$ cat src/rtl/inst_loader.sv
// Program loader: takes a byte stream (16-bit word count, big-endian
// 32-bit words, XOR checksum byte), writes the words into instruction
// memory at consecutive addresses, and holds the CPU in reset until the
// image has been loaded and its checksum verified.
module inst_loader #(
    parameter int unsigned ADDR_W    = 6,
    parameter int unsigned BASE_ADDR = 0
) (
    input  logic              clk,
    input  logic              rst,
    input  logic              start,
    input  logic [7:0]        in_data,
    input  logic              in_valid,
    output logic              in_ready,
    output logic              mem_we,
    output logic [ADDR_W-1:0] mem_addr,
    output logic [31:0]       mem_wdata,
    output logic              cpu_hold,
    output logic              done,
    output logic              err
);

    localparam int unsigned DEPTH = 1 << ADDR_W;

    typedef enum logic [2:0] {
        IDLE,
        HDR_HI,
        HDR_LO,
        DATA,
        CHK,
        DONE,
        ERR
    } state_t;

    state_t      state;
    logic [7:0]  cnt_hi;     // header MSB, held until the LSB arrives
    logic [15:0] word_cnt;   // number of words announced by the header
    logic [15:0] word_idx;   // index of the word currently being assembled
    logic [1:0]  byte_idx;   // byte position within the current word
    logic [23:0] word_sr;    // first three bytes of the current word
    logic [7:0]  chk;        // running XOR of data bytes
    logic        xfer;
    logic [15:0] hdr_n;
    logic        last_word;

    assign xfer      = in_valid & in_ready;
    assign hdr_n     = {cnt_hi, in_data};
    assign last_word = (word_idx + 16'd1) == word_cnt;

    // Load sequencer: state, datapath registers and registered outputs
    always_ff @(posedge clk or negedge rst) begin
        if (!rst) begin
            state     <= IDLE;
            in_ready  <= 1'b0;
            mem_we    <= 1'b0;
            mem_addr  <= '0;
            mem_wdata <= '0;
            cpu_hold  <= 1'b0;
            done      <= 1'b0;
            err       <= 1'b0;
            cnt_hi    <= '0;
            word_cnt  <= '0;
            word_idx  <= '0;
            byte_idx  <= '0;
            word_sr   <= '0;
            chk       <= '0;
        end else begin
            // write strobe lasts exactly one cycle per word
            mem_we <= 1'b0;

            case (state)
                IDLE, DONE, ERR: begin
                    if (start) begin
                        state    <= HDR_HI;
                        in_ready <= 1'b1;
                        cpu_hold <= 1'b1;
                        done     <= 1'b0;
                        err      <= 1'b0;
                        chk      <= '0;
                        word_idx <= '0;
                        byte_idx <= '0;
                    end
                end

                HDR_HI: begin
                    if (xfer) begin
                        cnt_hi <= in_data;
                        state  <= HDR_LO;
                    end
                end

                HDR_LO: begin
                    if (xfer) begin
                        word_cnt <= hdr_n;
                        if (32'(hdr_n) > DEPTH) begin
                            state    <= ERR;
                            in_ready <= 1'b0;
                            err      <= 1'b1;
                        end else if (hdr_n == 16'd0) begin
                            state <= CHK;
                        end else begin
                            state <= DATA;
                        end
                    end
                end

                DATA: begin
                    if (xfer) begin
                        chk      <= chk ^ in_data;
                        byte_idx <= byte_idx + 2'd1;
                        word_sr  <= {word_sr[15:0], in_data};
                        if (byte_idx == 2'd3) begin
                            mem_we    <= 1'b1;
                            mem_addr  <= ADDR_W'(BASE_ADDR + 32'(word_idx));
                            mem_wdata <= {word_sr, in_data};
                            word_idx  <= word_idx + 16'd1;
                            if (last_word) begin
                                state <= CHK;
                            end
                        end
                    end
                end

                CHK: begin
                    if (xfer) begin
                        in_ready <= 1'b0;
                        if (in_data == chk) begin
                            state    <= DONE;
                            done     <= 1'b1;
                            cpu_hold <= 1'b0;
                        end else begin
                            state <= ERR;
                            err   <= 1'b1;
                        end
                    end
                end

                default: begin
                    state    <= IDLE;
                    in_ready <= 1'b0;
                    cpu_hold <= 1'b0;
                    done     <= 1'b0;
                    err      <= 1'b0;
                end
            endcase
        end
    end

endmodule
$ cat config.mk
export PLATFORM = sky130hd
export DESIGN_NAME = inst_loader
export DESIGN_NICKNAME = d
export VERILOG_FILES = /design/src/rtl/inst_loader.sv
export SDC_FILE = /design/constraint.sdc
export NUM_CORES = 1
export LEC_CHECK = 0
export ABC_AREA = 0
export BUFFER_PORTS_ARGS = -buffer_cell sky130_fd_sc_hd__buf_2
export CAP_MARGIN = 15
export CORE_ASPECT_RATIO = 1.1
export CORE_MARGIN = 4
export CORE_UTILIZATION = 38
export CTS_CLUSTER_DIAMETER = 150
export DETAILED_ROUTE_END_ITERATION = 8
export PLACE_DENSITY_LB_ADDON = 0.05
export SYNTH_ARGS = -nofsm -noshare
export SYNTH_HDL_FRONTEND = slang
export SYNTH_SLANG_ARGS = --single-unit
$ cat constraint.sdc
create_clock -name clk -period 2.8 [get_ports clk]
set_clock_uncertainty 0.1 [all_clocks]
set_input_delay 0.56 -clock clk [delete_from_list [all_inputs] [get_ports clk]]
set_output_delay 0.56 -clock clk [all_outputs]
set_load 0.005 [all_outputs]
Word-level counts from Yosys, hierarchy flattened
Index checks and enable logic that the tools add are counted.

cells by class
  $add $sub $neg = 2
  $mul = 0
  div/mod/pow operators = 0
  magnitude comparators = 1
  equality and inequality tests = 19
  shift operators = 0
  multiplexer cells = 41
  bitwise gates (word level) = 4
  reduce and logical (&&, ||, !) cells = 16

operators with widths
  operator                 count
  $mux W16                 3
  $pmux W16 S2             1
  $mux W3                  9
  $ne A2 B2 Y1 const B     10
  $add A16 B1 Y16 const B  1
  $eq A16 B16 Y1           1
  $gt A16 B7 Y1 const B    1
  $logic_not A16 Y1        1
  $mux W1                  16
  $mux W8                  2
  $pmux W8 S2              1
  $pmux W3 S5              1
  $eq A3 B3 Y1 const B     3
  $eq A8 B8 Y1             1
  $pmux W1 S4              2
  $reduce_and A4 Y1        2
  $xor A8 B8 Y8            1
  $reduce_and A7 Y1        1
  $eq A3 B2 Y1 const B     2
  $mux W2                  3
  $pmux W1 S3              2
  $reduce_and A2 Y1        3
  $reduce_and A3 Y1        2
  $reduce_and A6 Y1        1
  11 further kinds         13

word-level totals
  register bits = 120
  latch bits = 0
  bits in writable memories = 0
  bits in read-only memories = 0
  bits of input ports = 12
  output and inout port bits = 43
  logic and storage cells = 97
  memories = 0

Logic depth before layout (Yosys ltp)
Gate-level depths: netlist of the first run.

  depth in word-level cells = 6
  mapped depth = 10
  mapped depth without buffers = 8

Worst setup path after synthesis of the first run
OpenSTA, ideal clock, no wires.

  path type = register to register
  from = register word_idx[0]
  to = register state[0]
  setup time = 133 ps
  arrival = 2124 ps
  data required time = 2567 ps
  setup slack = 443 ps
  stages on the path, launching flop included = 10
  buffers on the path = 1
  period minus slack after synthesis = 2357 ps
  cells stage by stage = dfrtp_1 -> ha_1 -> buf_2 -> nand3_1 -> o21a_1 -> or3_1 -> a21oi_1 -> a41oi_1 -> nor4_4 -> a21oi_1

on the way
  cells in the longest elaborated chain, start to end = 4

RTL lines
  element                      line  text
  start: declaration           38    logic [15:0] word_idx;
  start signal: assignment     116   word_idx <= word_idx + 16'd1;
  $add A16 B1 Y16              48    assign last_word = (word_idx + 16'd1) == word_cnt;
  $eq A16 B16 Y1               48
  $ne A2 B2 Y1 (no line)       -
  $reduce_and A7 Y1 (no line)  -
  end signal: assignment       53    state <= IDLE;
  end signal: assignment       74    state <= HDR_HI;
  end signal: assignment       88    state <= HDR_LO;
  end: declaration             35    state_t state;

Every way passes these cells.
A chain may end at the register's enable or synchronous reset.

Final worst setup path of the first run
Same ends and word-level chain as after synthesis.

==> impl_results.md, run 1 <==
- Vias in the first global route: 4,519
- Final Setup Violations: 0
- Most common cell on crit path: a21oi_1
- Syn. warnings: 0
- Cell taking the most area after synthesis: dfrtp_1
- Largest net degree at the start of global routing: 54
- CP Capture Type: flop
- Die X: 124 um
- Seq cells post-synth: 120
- Average wire per standard cell: ~17 um
- RSZ-0062 raised after global routing: false
- Min-Delay Path Class: primary input to asynchronous set/reset pin
- Inserted Clock Buffers: 17
- Setup TNS: 0 ns
- Internal: around 4.0 mW
- Ys flop type: dfrtp_1
- Routed Antenna Nets: 0
- Filler cells: around 1,400
- Vias per cell: 5.08
- # diodes: 0
- Clk buf depth: 2
- Max_slew headroom: 0.554
- Post-Route WL: 14,600 um
- CP Data Arrival Time: 2.73 ns
- Slowest cell on the critical path: dfrtp_1
- Worst-Skew Late Latency: 0.41 ns
- DRT iter0 DRCs: about 470
- CP Cell Sequence: ha_1, nand3_1, o21a_1, or3_1, a21oi_1, a41oi_1, nor4_4, a21oi_1
- Status: finished clean
- Syn_nets: 629
- RePlAce Congestion: between 0.8 and 0.9
- Grt met2 use: 0.306
- Routed via count: between 4,000 and 5,000
- Mapped Area: about 5600 um2
- Syn Area/Cell: approximately 9 um2
- Fin. max-slew vios: 0
- Fin crit share: 0.910
- Worst Path Max Fanout: 7
- Hold_ws: ~0.074 ns
- GRT Total Usage: 0.185
- Synth-to-layout area growth: 19.2%
- Sequential Power Share: 0.419
- Met3 GRT Util: 0.0351
- Max rail drop VDD: approximately 0.43 mV
- Yosys cell types: 52
- Initial Util: 0.389
- Max Fclk: ~400 MHz
- P_sw: roughly 2.0 mW
- Total of max-cap violations: 0
- DRT Pass-1 Iters: 4
- Hold-fix buffers, CTS: 0
- Most Used Layer, Global Route: met2
- Layout cells sized above 1: 0.205
- Post-synth top area share: 0.533
- Die Area: around 17,000 um2
- Critical path class: flop to flop
- Grt met1 use: 0.244
- Port buffer count: 54
- Pwr dens: slightly below 900 nW/um2
- Final hold violations: 0
- Worst-margin pin slew: 0.668 ns
- Final critical-path required period: ~2.5 ns
- CP Data Required Time: approximately 3.0 ns
- IO Count: between 50 and 60
- Clock sink count: 120
- Clock transition at path regs: roughly 0.060 ns
- Mapped Cells: roughly 600
- # H-tree levels: 4
- Final nets: 684
- Post-route DRC: 0
- Switching share of power: 0.330
- Initial antenna violation count: 0
- Core box area: ~15,000 um2
- Global-route wire length before repair: between 20,000 and 25,000 um
- TritonCTS clock tree: yes
- Static Leak: around 3.4 nW
- Setup crit start kind: flop
- Total grt overflow: 0
- CP peak stage delay: approximately 0.47 ns
- HPWL after DPL: a little over 10,000 um
- Number of enable flip-flop cells after synthesis: 0
- Final total power: roughly 6 mW
- FP Rows: 46
- Synth top area cells: dfrtp_1, nand2_1, mux2_2
- Root buf cell: clkbuf_16
- Share of flip-flops with an asynchronous set or reset: 1.00
- Fin util: 0.463
- Logic gate share of total power: 0.235
- DIE HEIGHT: approximately 140 um
- Clock share of power: 0.346
- Register area share after synthesis: 0.533
[timing repair]
action	4_1_cts	5_1_grt
gates resized for setup	0	1
endpoints found under the setup margin	0	1
buffers inserted	0	0
[cells in the final DEF, fill, tap and decap left out, drive strengths merged, types with 3 or more instances in the layout]
master    instances
nand2           219
dfrtp           120
buf              75
o21ai            49
mux2             24
xnor2            22
nor2             20
clkbuf           17
a21oi            14
nand3            14
inv              11
nor3              8
nand4             7
o31ai             7
clkinvlp          7
xor2              6
and3              5
o41ai             5
nor4              5
clkinv            4
nand2b            3
o22ai             3
o21a              3
mux2i             3
o211ai            3
a31oi             3
[worst paths after layout]
path / start / to / slack [ns] / cells after the start
max: word_idx[0]$_DFFE_PN0P_ / state[0]$_DFFE_PN0P_ / 0.25 / 8
min: rst / word_cnt[14]$_DFFE_PN0P_ / 0.07 / 1
max reg2reg: word_idx[0]$_DFFE_PN0P_ / state[0]$_DFFE_PN0P_ / 0.25 / 8
min reg2reg: mem_addr[4]$_DFFE_PN0P_ / mem_addr[4]$_DFFE_PN0P_ / 0.36 / 2
max in group asynchronous: rst / state[0]$_DFFE_PN0P_ / 1.80 / 2
min in group clk: in_data[2] / mem_wdata[2]$_DFFE_PN0P_ / 0.35 / 3
[cell families after synthesis]
kind of cell / count (synthesis) / synth area share
simple gates: 290 / 0.221
flops: 120 / 0.533
compound gates: 100 / 0.107
buf+inv: 47 / 0.0357
xor+xnor: 28 / 0.0435
mux: 27 / 0.0533
fa+ha+maj: 3 / 0.00621
[per-stage QoR]
stage / area, um2 / setup WS (ns) / instances
6_report: 6720 / 0.253 / 875
5_1_grt: 6720 / 0.0937 / 875
4_1_cts: 6720 / 0.254 / 875
3_5_place_dp: 6160 / 0.267 / 843
3_3_place_gp: 6160 / 0.316 / 843
2_1_floorplan: 5640 / 0.443 / 615
[critical path: cells and delay by family (launching register included)]
kind,cells,cell delay (ns)
and+or+nand+nor,3,0.94
adders and majority gates,1,0.31
AOI/OAI and AO/OA,4,0.59
DFF,1,0.47
[metal layers]
layer | up-vias | share of wire
li1 | 2165 | -
met1 | 2194 | 0.45
met2 | 66 | 0.50
met3 | 18 | 0.025
met4 | 0 | 0.017
met5 | - | 0
[Yosys cell counts (2+ instances only)]
cell       number
clkbuf_1       23
xor2_1          6
a21o_1          2
mux2_2         24
o211ai_1        3
dfrtp_1       120
nand4_1         7
nor3_1          6
a31oi_1         3
buf_2          14
inv_1           7
nand2_1       219
nand2b_1        3
a22o_1          2
o31ai_1         7
o21ai_1         9
o311ai_0        2
nor2_1         19
nor4_1          4
o22ai_1         3
ha_1            2
o41ai_1         5
nand3_1        13
nor3_2          2
mux2i_1         3
xnor2_1        22
a21oi_1        14
o21a_1          3
a2111oi_0       2
o21ai_0        40
and3_1          5
[final cells by class]
| class | instances | area [um2] | area share |
|---|---|---|---|
| Sequential cell | 120 | 3000 | 0.447 |
| Multi-Input combinational cell | 448 | 2440 | 0.363 |
| Inverter | 8 | 30.0 | 0.00447 |
| Clock inverter | 15 | 129 | 0.0192 |
| Tap cell | 192 | 240 | 0.0358 |
| Clock buffer | 17 | 425 | 0.0633 |
| Timing Repair Buffer | 75 | 455 | 0.0678 |
[state kept, by name, indices dropped and copies added (netlist names)]
| register | cells |
|---|---|
| cnt_hi | 8 |
| word_sr | 24 |
| word_idx | 16 |
| mem_we | 1 |
| word_cnt | 16 |
| mem_addr | 6 |
| mem_wdata | 32 |
| in_ready | 1 |
| done | 1 |
| cpu_hold | 1 |
| err | 1 |
| chk | 8 |
| byte_idx | 2 |
| state | 3 |
[power by group through the flow]
stage,registers [mW],clock network [mW],logic (mW)
finish,2.50,2.06,1.41
global route,2.56,2.20,1.58
CTS,2.51,2.11,1.42
detailed placement,2.53,0,1.41
global placement,2.53,0,1.40
floorplan,2.38,0,1.08
No activity file was read; power rests on OpenSTA's default activity.
==> run 2, diff against run 1 <==
REMOVE_ABC_BUFFERS = 1   (was not set)
SKIP_LAST_GASP = 1   (was not set)
==> run 2 against run 1 <==
Compared with the run above: critical path depth is 1 lower; design area is 0.50% higher; largest cell class unchanged; total power is 1.6% higher; setup slack better by 0.039 ns; critical endpoint unchanged; first-iteration DRC count is 55% lower; clock power is 6% higher; largest power group unchanged; die area stayed put; sequential share of layout area is 0.22 points lower.
==> impl_results.md, run 2 (synthesis results as in run 1) <==
- Status: finished clean
- Total grt overflow: 0
- CP Data Required Time: 2.98 ns
- Max_slew headroom: 0.525
- HPWL after DPL: 9360 um
- Vias per cell: about 5.0
- Routed via count: 4,410
- Total setup buffers inserted after CTS: 0
- Min-Delay Path Class: primary input to flop
- Clock sink count: 120
- CP Cell Sequence: nand2b_1, o22ai_1, nand2_1, nand3_1, or4_4, nor4_4, a21oi_1
- Post-route setup slack: between 0.2 and 0.3 ns
- Fin crit share: 0.896
- Static Leak: approximately 3.4 nW
- Fin. max-slew vios: 0
- Filler cells: 1,458
- Setup crit start kind: flop
- Cell Count, Final, Fillers Out: just under 900
- Post-Route WL: 13,700 um
- Largest net degree at the start of global routing: 37
- Routed Antenna Nets: 0
- Initial Util: 0.389
- Die Area: roughly 17,000 um2
- DIE HEIGHT: 136 um
- Fin util: 0.466
- Critical path class: flop to flop
- Final std cell area, no fill: about 6800 um2
- Setup TNS: 0 ns
- Clk buf depth: 2
- Placed inst area: around 6100 um2
- Final Setup Violations: 0
- Synth-to-layout area growth: 19.8%
- Final hold violations: 0
- Largest register FFs: 32
- Post-route DRC: 0
- Hold_ws: 0.347 ns
- Final critical-path required period: approximately 2.5 ns
- Most frequent cells in the layout: nand2_1, dfrtp_1, buf_2, o21ai_0, mux2_2
- # diodes: 0
- Slowest cell on the critical path: or4_4
- Final nets: 684
- Port buffer count: 54
- CP delay by family, top: simple AND/OR/NAND/NOR gates
- Global-route wire length before repair: around 23,000 um
- Max rail drop VDD: 0.442 mV
- FP Rows: 46
- Die X: 124 um
- # H-tree levels: 4
- RePlAce Congestion: between 0.8 and 0.9
- Worst-margin pin slew: ~0.71 ns
- IO Count: 55
- TritonCTS clock tree: yes
- Root buf cell: clkbuf_16
- Total of max-cap violations: 0
- Vias in the first global route: 4,385
- Regs by FF count: mem_wdata x32, word_sr x24
- Inserted Clock Buffers: 17
- CP peak stage delay: approximately 0.6 ns
- RSZ-0062 raised after global routing: false
- Inst Count DP: between 800 and 900
- DRT iter0 DRCs: roughly 210
- CP Capture Type: flop
- Max Fclk: between 300 and 400 MHz
- Most common cell after layout, fill and taps aside: nand2_1
- WP buf/inv: 0
- Initial antenna violation count: 0
- CP Data Arrival Time: around 2.7 ns
- Average wire per standard cell: 15.7 um
- Core box area: approximately 15,000 um2
- Multi-input gate area: about 2400 um2
- GRT Total Usage: 0.177
- Biggest register: mem_wdata
- Worst Path Max Fanout: 17
- Final total power: roughly 6.1 mW
- Worst-Skew Late Latency: approximately 0.41 ns
- Post-Place Setup Slack: approximately 0.25 ns
- Sequential cell area: 3000 um2
- Pwr dens: 898 nW/um2
- Clock transition at path regs: 0.06 ns
- Layout cells sized above 1: 0.204
- DRT Pass-1 Iters: 5
-- run 2: where the power goes --
part / total [mW] / internal, mW / switching, mW
sequential: 2.46 / 2.14 / 0.327
combinational: 1.41 / 0.635 / 0.774
clock: 2.19 / 1.37 / 0.825
total: 6.07 / 4.14 / 1.93
-- run 2: final cells by class --
| type | instances | area share |
|---|---|---|
| clock inverters | 12 | 0.0208 |
| multi-input cells | 448 | 0.361 |
| well taps | 192 | 0.0356 |
| clock buffers | 20 | 0.0676 |
| flip-flops and latches | 120 | 0.445 |
| repair buffers | 75 | 0.0660 |
| inverters | 8 | 0.00445 |
-- run 2: final timing paths --
check	startpoint	end	slack (ns)	cells past startpoint
max in group asynchronous	rst	cpu_hold$_DFFE_PN0P_	1.43	3
min reg2reg	mem_wdata[31]$_DFFE_PN0P_	mem_wdata[31]$_DFFE_PN0P_	0.37	2
min	in_data[0]	mem_wdata[0]$_DFFE_PN0P_	0.35	3
max reg2reg	state[2]$_DFFE_PN0P_	state[0]$_DFFE_PN0P_	0.29	7
min in group asynchronous	rst	mem_addr[5]$_DFFE_PN0P_	0.53	2
max	state[2]$_DFFE_PN0P_	state[0]$_DFFE_PN0P_	0.29	7
-- run 2: per-layer routing --
metal,routed length [um],track usage,share of wire
met5,0,0,0
met4,231,0.0676,0.017
met3,538,0.0317,0.039
met2,6300,0.267,0.46
met1,6670,0.251,0.49
-- run 2: worst register-to-register path: stages, from the launching register on --
cell      delay, ns
dfrtp_1        0.57
nand2b_1       0.30
o22ai_1        0.12
nand2_1        0.09
nand3_1        0.17
or4_4          0.59
nor4_4         0.34
a21oi_1        0.11
-- run 2: repair_timing --
item,CTS,global route
hold endpoints to repair,25,0
setup endpoints to repair,0,1
resized for setup,0,1
hold buffers,1,0
